--- config.mk ---
export PLATFORM = sky130hd
export DESIGN_NAME = lsu_ctrl_flat
export DESIGN_NICKNAME = d
export VERILOG_FILES = /design/src/rtl/lsu_ctrl_if.sv /design/src/rtl/lsu_ctrl.sv /design/src/flat_wrapper.sv
export SDC_FILE = /design/constraint.sdc
export NUM_CORES = 1
export LEC_CHECK = 0
export BUFFER_PORTS_ARGS = -buffer_cell sky130_fd_sc_hd__buf_4
export CORE_MARGIN = 2
export CORE_UTILIZATION = 42
export CTS_CLUSTER_SIZE = 8
export DETAILED_ROUTE_END_ITERATION = 6
export GPL_TIMING_DRIVEN = 0
export PLACE_DENSITY = 0.76
export SLEW_MARGIN = 30
export SYNTH_ARGS = -nofsm -noshare
export SYNTH_HDL_FRONTEND = slang
export SYNTH_SLANG_ARGS = --single-unit
--- constraint.sdc ---
create_clock -name clk -period 1.6 [get_ports clk]
set_input_delay 0.16 -clock clk [delete_from_list [all_inputs] [get_ports clk]]
set_output_delay 0.16 -clock clk [all_outputs]
set_load 0.005 [all_outputs]
--- src/rtl/lsu_ctrl_if.sv ---
// Request/response handshake and data-memory port of the load/store controller.
// slave: the controller's view; master: the execute stage + memory side.
interface lsu_ctrl_if;
    logic        req_valid;
    logic        req_ready;
    logic        req_wr;
    logic [1:0]  req_size;
    logic        req_unsigned;
    logic [31:0] req_addr;
    logic [31:0] req_wdata;
    logic        rsp_valid;
    logic        rsp_ready;
    logic [31:0] rsp_rdata;
    logic        rsp_err;
    logic [1:0]  mem_bhw;
    logic        mem_sgn;
    logic        mem_wr;
    logic [11:0] mem_addr;
    logic [31:0] mem_wdata;
    logic [31:0] mem_rdata;

    modport slave (
        input  req_valid, req_wr, req_size, req_unsigned, req_addr, req_wdata, rsp_ready,
        input  mem_rdata,
        output req_ready, rsp_valid, rsp_rdata, rsp_err,
        output mem_bhw, mem_sgn, mem_wr, mem_addr, mem_wdata
    );

    modport master (
        output req_valid, req_wr, req_size, req_unsigned, req_addr, req_wdata, rsp_ready,
        output mem_rdata,
        input  req_ready, rsp_valid, rsp_rdata, rsp_err,
        input  mem_bhw, mem_sgn, mem_wr, mem_addr, mem_wdata
    );
endinterface

--- src/rtl/lsu_ctrl.sv ---
// Load/store controller for the 4 KB big-endian data memory.
// Define LSU_MISALIGN_SPLIT_EN to execute misaligned half/word accesses as byte sequences.
module lsu_ctrl (
    input  logic       clk,
    input  logic       rst,
    lsu_ctrl_if.slave  io_bus
);

`ifdef LSU_MISALIGN_SPLIT_EN
    typedef enum logic [1:0] {StIdle, StAccess, StResp, StSplit} state_e;
`else
    typedef enum logic [1:0] {StIdle, StAccess, StResp} state_e;
`endif

    state_e      r_state, w_state_next;
    logic        r_wr;
    logic [1:0]  r_size;
    logic        r_uns;
    logic [11:0] r_addr;
    logic [31:0] r_wdata;
    logic [31:0] r_rdata;
    logic        r_err;

    logic [12:0] w_bytes_m1;
    logic [12:0] w_end;
    logic        w_misal;
    logic        w_err;
    logic        w_accept;

    // Last byte address of the request; bit 12 set means it runs past 0xFFF.
    assign w_bytes_m1 = (io_bus.req_size == 2'b11) ? 13'd3 :
                        (io_bus.req_size == 2'b01) ? 13'd1 : 13'd0;
    assign w_end      = {1'b0, io_bus.req_addr[11:0]} + w_bytes_m1;
    assign w_misal    = ((io_bus.req_size == 2'b01) && io_bus.req_addr[0]) ||
                        ((io_bus.req_size == 2'b11) && (io_bus.req_addr[1:0] != 2'b00));
`ifdef LSU_MISALIGN_SPLIT_EN
    assign w_err      = (io_bus.req_size == 2'b10) || (|io_bus.req_addr[31:12]) || w_end[12];
`else
    assign w_err      = (io_bus.req_size == 2'b10) || (|io_bus.req_addr[31:12]) || w_end[12] ||
                        w_misal;
`endif
    assign w_accept   = (r_state == StIdle) && io_bus.req_valid;

`ifdef LSU_MISALIGN_SPLIT_EN
    logic [1:0]  r_cnt;
    logic [23:0] r_asm;
    logic [1:0]  w_last_idx;
    logic [1:0]  w_sel;
    logic        w_last;
    logic [7:0]  w_split_byte;
    logic [31:0] w_asm;
    logic [31:0] w_asm_ext;

    assign w_last_idx   = r_size[1] ? 2'd3 : 2'd1;
    assign w_sel        = w_last_idx - r_cnt;
    assign w_last       = (r_cnt == w_last_idx);
    // Byte k of an N-byte value counts from the MSB end.
    assign w_split_byte = r_wdata[{w_sel, 3'b000} +: 8];
    assign w_asm        = {r_asm, io_bus.mem_rdata[7:0]};
    assign w_asm_ext    = r_size[1] ? w_asm :
                          r_uns     ? {16'h0000, w_asm[15:0]} :
                                      {{16{w_asm[15]}}, w_asm[15:0]};
`endif

    always_ff @(posedge clk or negedge rst) begin
        if (!rst) begin
            r_state <= StIdle;
        end else begin
            r_state <= w_state_next;
        end
    end

    always_comb begin
        w_state_next     = r_state;
        io_bus.req_ready = 1'b0;
        io_bus.rsp_valid = 1'b0;
        io_bus.rsp_rdata = 32'h0;
        io_bus.rsp_err   = 1'b0;
        io_bus.mem_bhw   = 2'b00;
        io_bus.mem_sgn   = 1'b0;
        io_bus.mem_wr    = 1'b0;
        io_bus.mem_addr  = 12'h000;
        io_bus.mem_wdata = 32'h0;
        unique case (r_state)
            StIdle: begin
                io_bus.req_ready = 1'b1;
                if (io_bus.req_valid) begin
                    if (w_err) begin
                        w_state_next = StResp;
`ifdef LSU_MISALIGN_SPLIT_EN
                    end else if (w_misal) begin
                        w_state_next = StSplit;
`endif
                    end else begin
                        w_state_next = StAccess;
                    end
                end
            end
            StAccess: begin
                io_bus.mem_bhw   = r_size;
                io_bus.mem_sgn   = r_uns;
                io_bus.mem_wr    = r_wr;
                io_bus.mem_addr  = r_addr;
                io_bus.mem_wdata = r_wdata;
                w_state_next     = StResp;
            end
`ifdef LSU_MISALIGN_SPLIT_EN
            StSplit: begin
                io_bus.mem_sgn   = 1'b1;
                io_bus.mem_wr    = r_wr;
                io_bus.mem_addr  = r_addr + {10'b0, r_cnt};
                io_bus.mem_wdata = {24'h0, w_split_byte};
                if (w_last) begin
                    w_state_next = StResp;
                end
            end
`endif
            StResp: begin
                io_bus.rsp_valid = 1'b1;
                io_bus.rsp_rdata = r_rdata;
                io_bus.rsp_err   = r_err;
                if (io_bus.rsp_ready) begin
                    w_state_next = StIdle;
                end
            end
            default: w_state_next = StIdle;
        endcase
    end

    always_ff @(posedge clk or negedge rst) begin
        if (!rst) begin
            r_wr    <= 1'b0;
            r_size  <= 2'b00;
            r_uns   <= 1'b0;
            r_addr  <= 12'h000;
            r_wdata <= 32'h0;
            r_rdata <= 32'h0;
            r_err   <= 1'b0;
`ifdef LSU_MISALIGN_SPLIT_EN
            r_cnt   <= 2'd0;
            r_asm   <= 24'h0;
`endif
        end else if (w_accept) begin
            r_wr    <= io_bus.req_wr;
            r_size  <= io_bus.req_size;
            r_uns   <= io_bus.req_unsigned;
            r_addr  <= io_bus.req_addr[11:0];
            r_wdata <= io_bus.req_wdata;
            r_rdata <= 32'h0;
            r_err   <= w_err;
`ifdef LSU_MISALIGN_SPLIT_EN
            r_cnt   <= 2'd0;
            r_asm   <= 24'h0;
`endif
        end else if ((r_state == StAccess) && !r_wr) begin
            r_rdata <= io_bus.mem_rdata;
`ifdef LSU_MISALIGN_SPLIT_EN
        end else if (r_state == StSplit) begin
            r_cnt <= r_cnt + 2'd1;
            r_asm <= w_asm[23:0];
            if (w_last && !r_wr) begin
                r_rdata <= w_asm_ext;
            end
`endif
        end
    end

endmodule

--- src/flat_wrapper.sv ---
// flat-port wrapper written by rule: the top's interface ports become plain ports
module lsu_ctrl_flat 
  (clk, rst, io_bus_req_valid, io_bus_req_wr, io_bus_req_size, io_bus_req_unsigned, io_bus_req_addr, io_bus_req_wdata, io_bus_rsp_ready, io_bus_mem_rdata, io_bus_req_ready, io_bus_rsp_valid, io_bus_rsp_rdata, io_bus_rsp_err, io_bus_mem_bhw, io_bus_mem_sgn, io_bus_mem_wr, io_bus_mem_addr, io_bus_mem_wdata);
  lsu_ctrl_if io_bus_i ();
  input  logic clk;
  input  logic rst;
  input wire logic [$bits(io_bus_i.req_valid)-1:0] io_bus_req_valid;
  input wire logic [$bits(io_bus_i.req_wr)-1:0] io_bus_req_wr;
  input wire logic [$bits(io_bus_i.req_size)-1:0] io_bus_req_size;
  input wire logic [$bits(io_bus_i.req_unsigned)-1:0] io_bus_req_unsigned;
  input wire logic [$bits(io_bus_i.req_addr)-1:0] io_bus_req_addr;
  input wire logic [$bits(io_bus_i.req_wdata)-1:0] io_bus_req_wdata;
  input wire logic [$bits(io_bus_i.rsp_ready)-1:0] io_bus_rsp_ready;
  input wire logic [$bits(io_bus_i.mem_rdata)-1:0] io_bus_mem_rdata;
  output wire logic [$bits(io_bus_i.req_ready)-1:0] io_bus_req_ready;
  output wire logic [$bits(io_bus_i.rsp_valid)-1:0] io_bus_rsp_valid;
  output wire logic [$bits(io_bus_i.rsp_rdata)-1:0] io_bus_rsp_rdata;
  output wire logic [$bits(io_bus_i.rsp_err)-1:0] io_bus_rsp_err;
  output wire logic [$bits(io_bus_i.mem_bhw)-1:0] io_bus_mem_bhw;
  output wire logic [$bits(io_bus_i.mem_sgn)-1:0] io_bus_mem_sgn;
  output wire logic [$bits(io_bus_i.mem_wr)-1:0] io_bus_mem_wr;
  output wire logic [$bits(io_bus_i.mem_addr)-1:0] io_bus_mem_addr;
  output wire logic [$bits(io_bus_i.mem_wdata)-1:0] io_bus_mem_wdata;
  assign io_bus_i.req_valid = io_bus_req_valid;
  assign io_bus_i.req_wr = io_bus_req_wr;
  assign io_bus_i.req_size = io_bus_req_size;
  assign io_bus_i.req_unsigned = io_bus_req_unsigned;
  assign io_bus_i.req_addr = io_bus_req_addr;
  assign io_bus_i.req_wdata = io_bus_req_wdata;
  assign io_bus_i.rsp_ready = io_bus_rsp_ready;
  assign io_bus_i.mem_rdata = io_bus_mem_rdata;
  assign io_bus_req_ready = io_bus_i.req_ready;
  assign io_bus_rsp_valid = io_bus_i.rsp_valid;
  assign io_bus_rsp_rdata = io_bus_i.rsp_rdata;
  assign io_bus_rsp_err = io_bus_i.rsp_err;
  assign io_bus_mem_bhw = io_bus_i.mem_bhw;
  assign io_bus_mem_sgn = io_bus_i.mem_sgn;
  assign io_bus_mem_wr = io_bus_i.mem_wr;
  assign io_bus_mem_addr = io_bus_i.mem_addr;
  assign io_bus_mem_wdata = io_bus_i.mem_wdata;
  lsu_ctrl u_core (.clk(clk), .rst(rst), .io_bus(io_bus_i));
endmodule
-- Word level (Yosys, flattened, before mapping)
Index checks and enable logic that the tools add are counted.
- add/subtract/negate cells: 1
- equal/unequal tests: 7
- multiplexer cells: 17
- reductions and logical operators: 14
- operator list (kind ; count):
    32-bit two-way mux ; 4
    20-bit OR reduction ; 1
    12-bit by 13-bit adder with 13-bit output ; 1
    13-bit two-way mux ; 1
    12-bit two-way mux ; 1
    2-bit two-way mux ; 4
    2-bit equality test, second input constant ; 3
    1-bit two-way mux ; 6
    2-bit one-hot mux with 3 select lines ; 1
    2-bit by 1-bit equality test with 1-bit output, second input constant ; 2
    1-bit logical AND ; 4
    1-bit logical OR ; 4
    2-bit inequality test, second input constant ; 2
    2-bit nonzero test ; 2
    2-bit logical NOT ; 1
    2-bit AND reduction ; 1
    1-bit logical NOT ; 1
- flip-flop bits (word level): 83
- output and inout port bits: 83
- word-level logic and storage cells: 47

-- Longest topological paths before layout
- depth in word-level cells: 9
- gate-level depth with buffers: 6

-- Least setup slack after synthesis
Ideal clock, no wire load.
- path type: flip-flop to flip-flop
- start: reg u_core.r_state[1]
- end: reg u_core.r_addr[0]
- arrival time: 1.385 ns
- setup slack: 0.089 ns
- cell stages (with the launch flop): 5
- path buffers: 2
- period minus slack after synthesis: 1.511 ns
- cells stage by stage: dfrtp_1 or3b_4 buf_6 buf_6 mux2_4
- word-level cells in the longest chain between the ends: 2
- RTL lines (what ; line ; text):
    start, declared ; lsu_ctrl.sv:15 ; state_e r_state, w_state_next;
    start signal, assigned ; lsu_ctrl.sv:67 ; r_state <= StIdle;
    start signal, assigned ; lsu_ctrl.sv:69 ; r_state <= w_state_next;
    2-bit logical NOT ; lsu_ctrl.sv:42 ; assign w_accept = (r_state == StIdle) && io_bus.req_valid;
    1-bit logical AND ; lsu_ctrl.sv:42 ;
    end signal, assigned ; lsu_ctrl.sv:147 ; r_addr <= io_bus.req_addr[11:0];
    end, declared ; lsu_ctrl.sv:19 ; logic [11:0] r_addr;
No other way between the ends.
A chain may end at the register's enable or synchronous reset.

-- Final worst setup path
- start: reg u_core.r_state[1]
- end: out io_bus_rsp_rdata[23]
- word-level cells in the longest chain between the ends: 2
- RTL lines (what ; line ; text):
    2-bit equality test ; lsu_ctrl.sv:84 ; unique case (r_state)
    32-bit two-way mux ; lsu_ctrl.sv:84 ;
    end, declared ; flat_wrapper.sv:17 ; output wire logic [$bits(io_bus_i.rsp_rdata)-1:0] io_bus_rsp_rdata;
No other way between the ends.

==> out/summary.txt <==
Root Buffer: clkbuf_8
Met3 Track Usage GR: 2.46%
XOR/XNOR Fraction of Synth Area: 0%
# diodes: 0
Violated checks: setup timing
CTS max path bufs: 2
Detail Route Antenna Nets: 0
Overall die height: 102 µm
Post-synth top area share: 51.2%
Worst Setup End Kind: output pin
IO Count: 187
Hold path cells: 3
Leak pwr: 0.00326 µW
Worst r2r dst: u_core.r_wdata[22]
Mux contribution to synthesized area: 17.3%
Mapped cell area: 4050 µm²
H-tree Lvls: 3
Worst-margin pin slew: 0.737 ns
Slowest stage delay, CP: 0.46 ns
Synth area leaders: dfrtp_1 51%, mux2_4 17%, and2_1 13%
I/O Buffers: 186
Num rows: 35
Pwr Density: 985 nW/µm²
Setup WS post-layout: -0.0658 ns
Most frequent cells in the layout: 145 x buf_4, 81 x dfrtp_1, 51 x buf_6, 46 x mux2_4, 45 x and2_4
Post-route DRC violation count: 0
Fin. max-slew vios: 0
R2R cell count: 4
CP startpoint kind: flop
Adder-cell area share of the yosys netlist: 0.309%
Layout Cell Area excl Fill: 6410 µm²
Placeable Area: 9280 µm²
First-pass GRT wire length: 16.6 mm
Nets: 671
Routing usage on met1: 25.9%
Critical Path RT: 1.44 ns
Placement Cell Area: 5620 µm²
Status: finished with violations
Layout cell share with drive strength beyond 1: 58.0%
CTS tree: yes
Register area share after synthesis: 51.2%
Die width: 102 µm
Clk sinks: 83
Synth Instances: 360
Synthesis Warnings: 0
CP Cell Sequence: nor2b_4, buf_12, clkbuf_16, and2_4, buf_4
Mean Syn Cell Area: 11.3 µm²
Largest net degree at the start of global routing: 84
Via count: 3342
Crit path DAT: 1.51 ns
Global route hottest layer: met2
F_max: 0.600 GHz
Hold path startpoint: io_bus_mem_rdata[9]
Insertion delay of the later-clocked pin in the worst-skew pair: 0.34 ns
DRT iter0 DRCs: 104
WL final: 10.9 mm
WL per Instance: 15.6 µm
Hold_ws: 0.0379 ns
Critical-path top delay cell: dfrtp_2
Initial antenna violation count: 0
Total congestion overflow: 0
Buf+Inv Stages, Crit Path: 3
Commonest non-fill, non-tap cell in the layout: buf_4
Cell family with most CP delay: flip-flops
Seq cells post-synth: 83
Simple logic cell fraction of the synthesized area: 19.7%
Max cap viols: 0
Largest family of logic cells by synthesized area: simple AND/OR/NAND/NOR gates
Setup violators final: 104
End of the worst hold path: u_core.r_rdata[9]
Clock buffer count from CTS: 9
Die area: 10500 µm²
Worst slew margin: 50.8%
Post-synth cell types: 27
Met2 Use GR: 36.5%
Fin crit share: 104%
Reg2reg setup slack: -0.04 ns
Final min period: 1.67 ns
Largest area contributor in the netlist: dfrtp_1
Worst ir drop on vdd: 0.522 mV
Fin. Hold Viols: 0
Critical R2R Launch: u_core.r_state[1]
Post-DP HPWL: 7.61 mm
Compound-Gate Fraction of Synth Area: 5.09%
Initial Util: 43.7%
Setup Crit Path Kind: flop to output pin
Vias in the first global route: 3409
Hold Crit Class: primary input to flop
Clock skew: 0.0149 ns
CP Max Fanout: 8
Synth Net Count: 465
Total GRT Usage: 20.6%
Via/cell ratio: 4.77
TritonRoute pass-1 iters: 4
RSZ-0062 raised after global routing: true
GPL Wtd Cong: 0.786
Worst-path clk slew: 0.10 ns
Syn-to-layout area delta: 58.1%
[sequential cells by signal, summed over array words and instances (netlist names)]
signal	cells
u_core.r_state	2
u_core.r_err	1
u_core.r_size	2
u_core.r_wdata	32
u_core.r_wr	1
u_core.r_uns	1
u_core.r_addr	12
u_core.r_rdata	32
[layer usage]
metal | vias up | wire length, µm
met2 | 110 | 5800
met3 | 15 | 431
li1 | 1593 | -
met1 | 1624 | 4530
met4 | 0 | 174
met5 | - | 0
[worst min-delay path: stages]
cell,delay [ns]
buf_4,0.08
nand3_1,0.05
o21ai_0,0.07
[stage by stage]
step	power, µW	util [%]	setup TNS, ns	worst slack, ns	std cells
finish	6320	69.0	-2.76	-0.0658	700
global route	6650	69.0	-8.21	-0.116	700
CTS	6130	66.9	-5.62	-0.0933	698
detailed placement	4460	60.5	-6.73	-0.233	675
global placement	4410	60.4	-5.54	-0.211	675
floorplan	3760	-	0	0.0895	360
[where the power goes]
part | internal, µW | switching (µW) | total [µW]
Combinational | 1240 | 634 | 1870
Clock | 771 | 776 | 1550
Sequential | 2610 | 287 | 2890
Total | 4620 | 1700 | 6320
[kinds of logic after synthesis]
family	count (synthesis)
adders and majority gates	1
DFF	83
and+or+nand+nor	134
AOI/OAI and AO/OA	39
buffers and inverters	56
muxes	47
[worst max path at each step]
| stage | from | to | slack, ns | cells past startpoint |
|---|---|---|---|---|
| detailed placement | u_core.r_state[0] | io_bus_mem_wdata[18] | -0.23 | 5 |
| floorplan | u_core.r_state[1] | u_core.r_addr[0] | 0.09 | 4 |
| CTS | u_core.r_state[1] | io_bus_rsp_rdata[26] | -0.09 | 4 |
| finish | u_core.r_state[1] | io_bus_rsp_rdata[23] | -0.07 | 5 |
| global route | u_core.r_state[1] | io_bus_rsp_rdata[18] | -0.12 | 5 |
| global placement | u_core.r_state[0] | io_bus_mem_wdata[19] | -0.21 | 5 |
[cells in the mapped netlist (all sizes together)]
library cell  count
o211ai            1
and2             82
nor2b             3
nand4             3
nor4              6
o21ai            34
mux2             47
dfrtp            83
a21oi             2
ha                1
nor2              2
nand2             2
nor3              1
or3b              1
nand3            33
clkbuf           11
o21a              1
inv              33
buf              12
o31ai             1
nand2b            1
[final cells by class]
class / count / area (µm²)
buffer: 23 / 307
clock buffer: 11 / 141
clock inverter: 5 / 62.6
fill: 733 / 2880
inverter: 33 / 124
multi-input combinational: 221 / 1850
sequential: 83 / 2080
tap: 129 / 161
timing repair buffer: 195 / 1680
[what timing repair did]
action / 4_1_cts / 5_1_grt
setup buffers: 4 / 1
gates resized for setup: 102 / 60
endpoints found under the setup margin: 147 / 148
cloned: 2 / 1
endpoints found under the hold margin: 83 / 0
pin swaps: 22 / 21
hold buffers: 1 / 0
(Power assumes the default switching activity.)
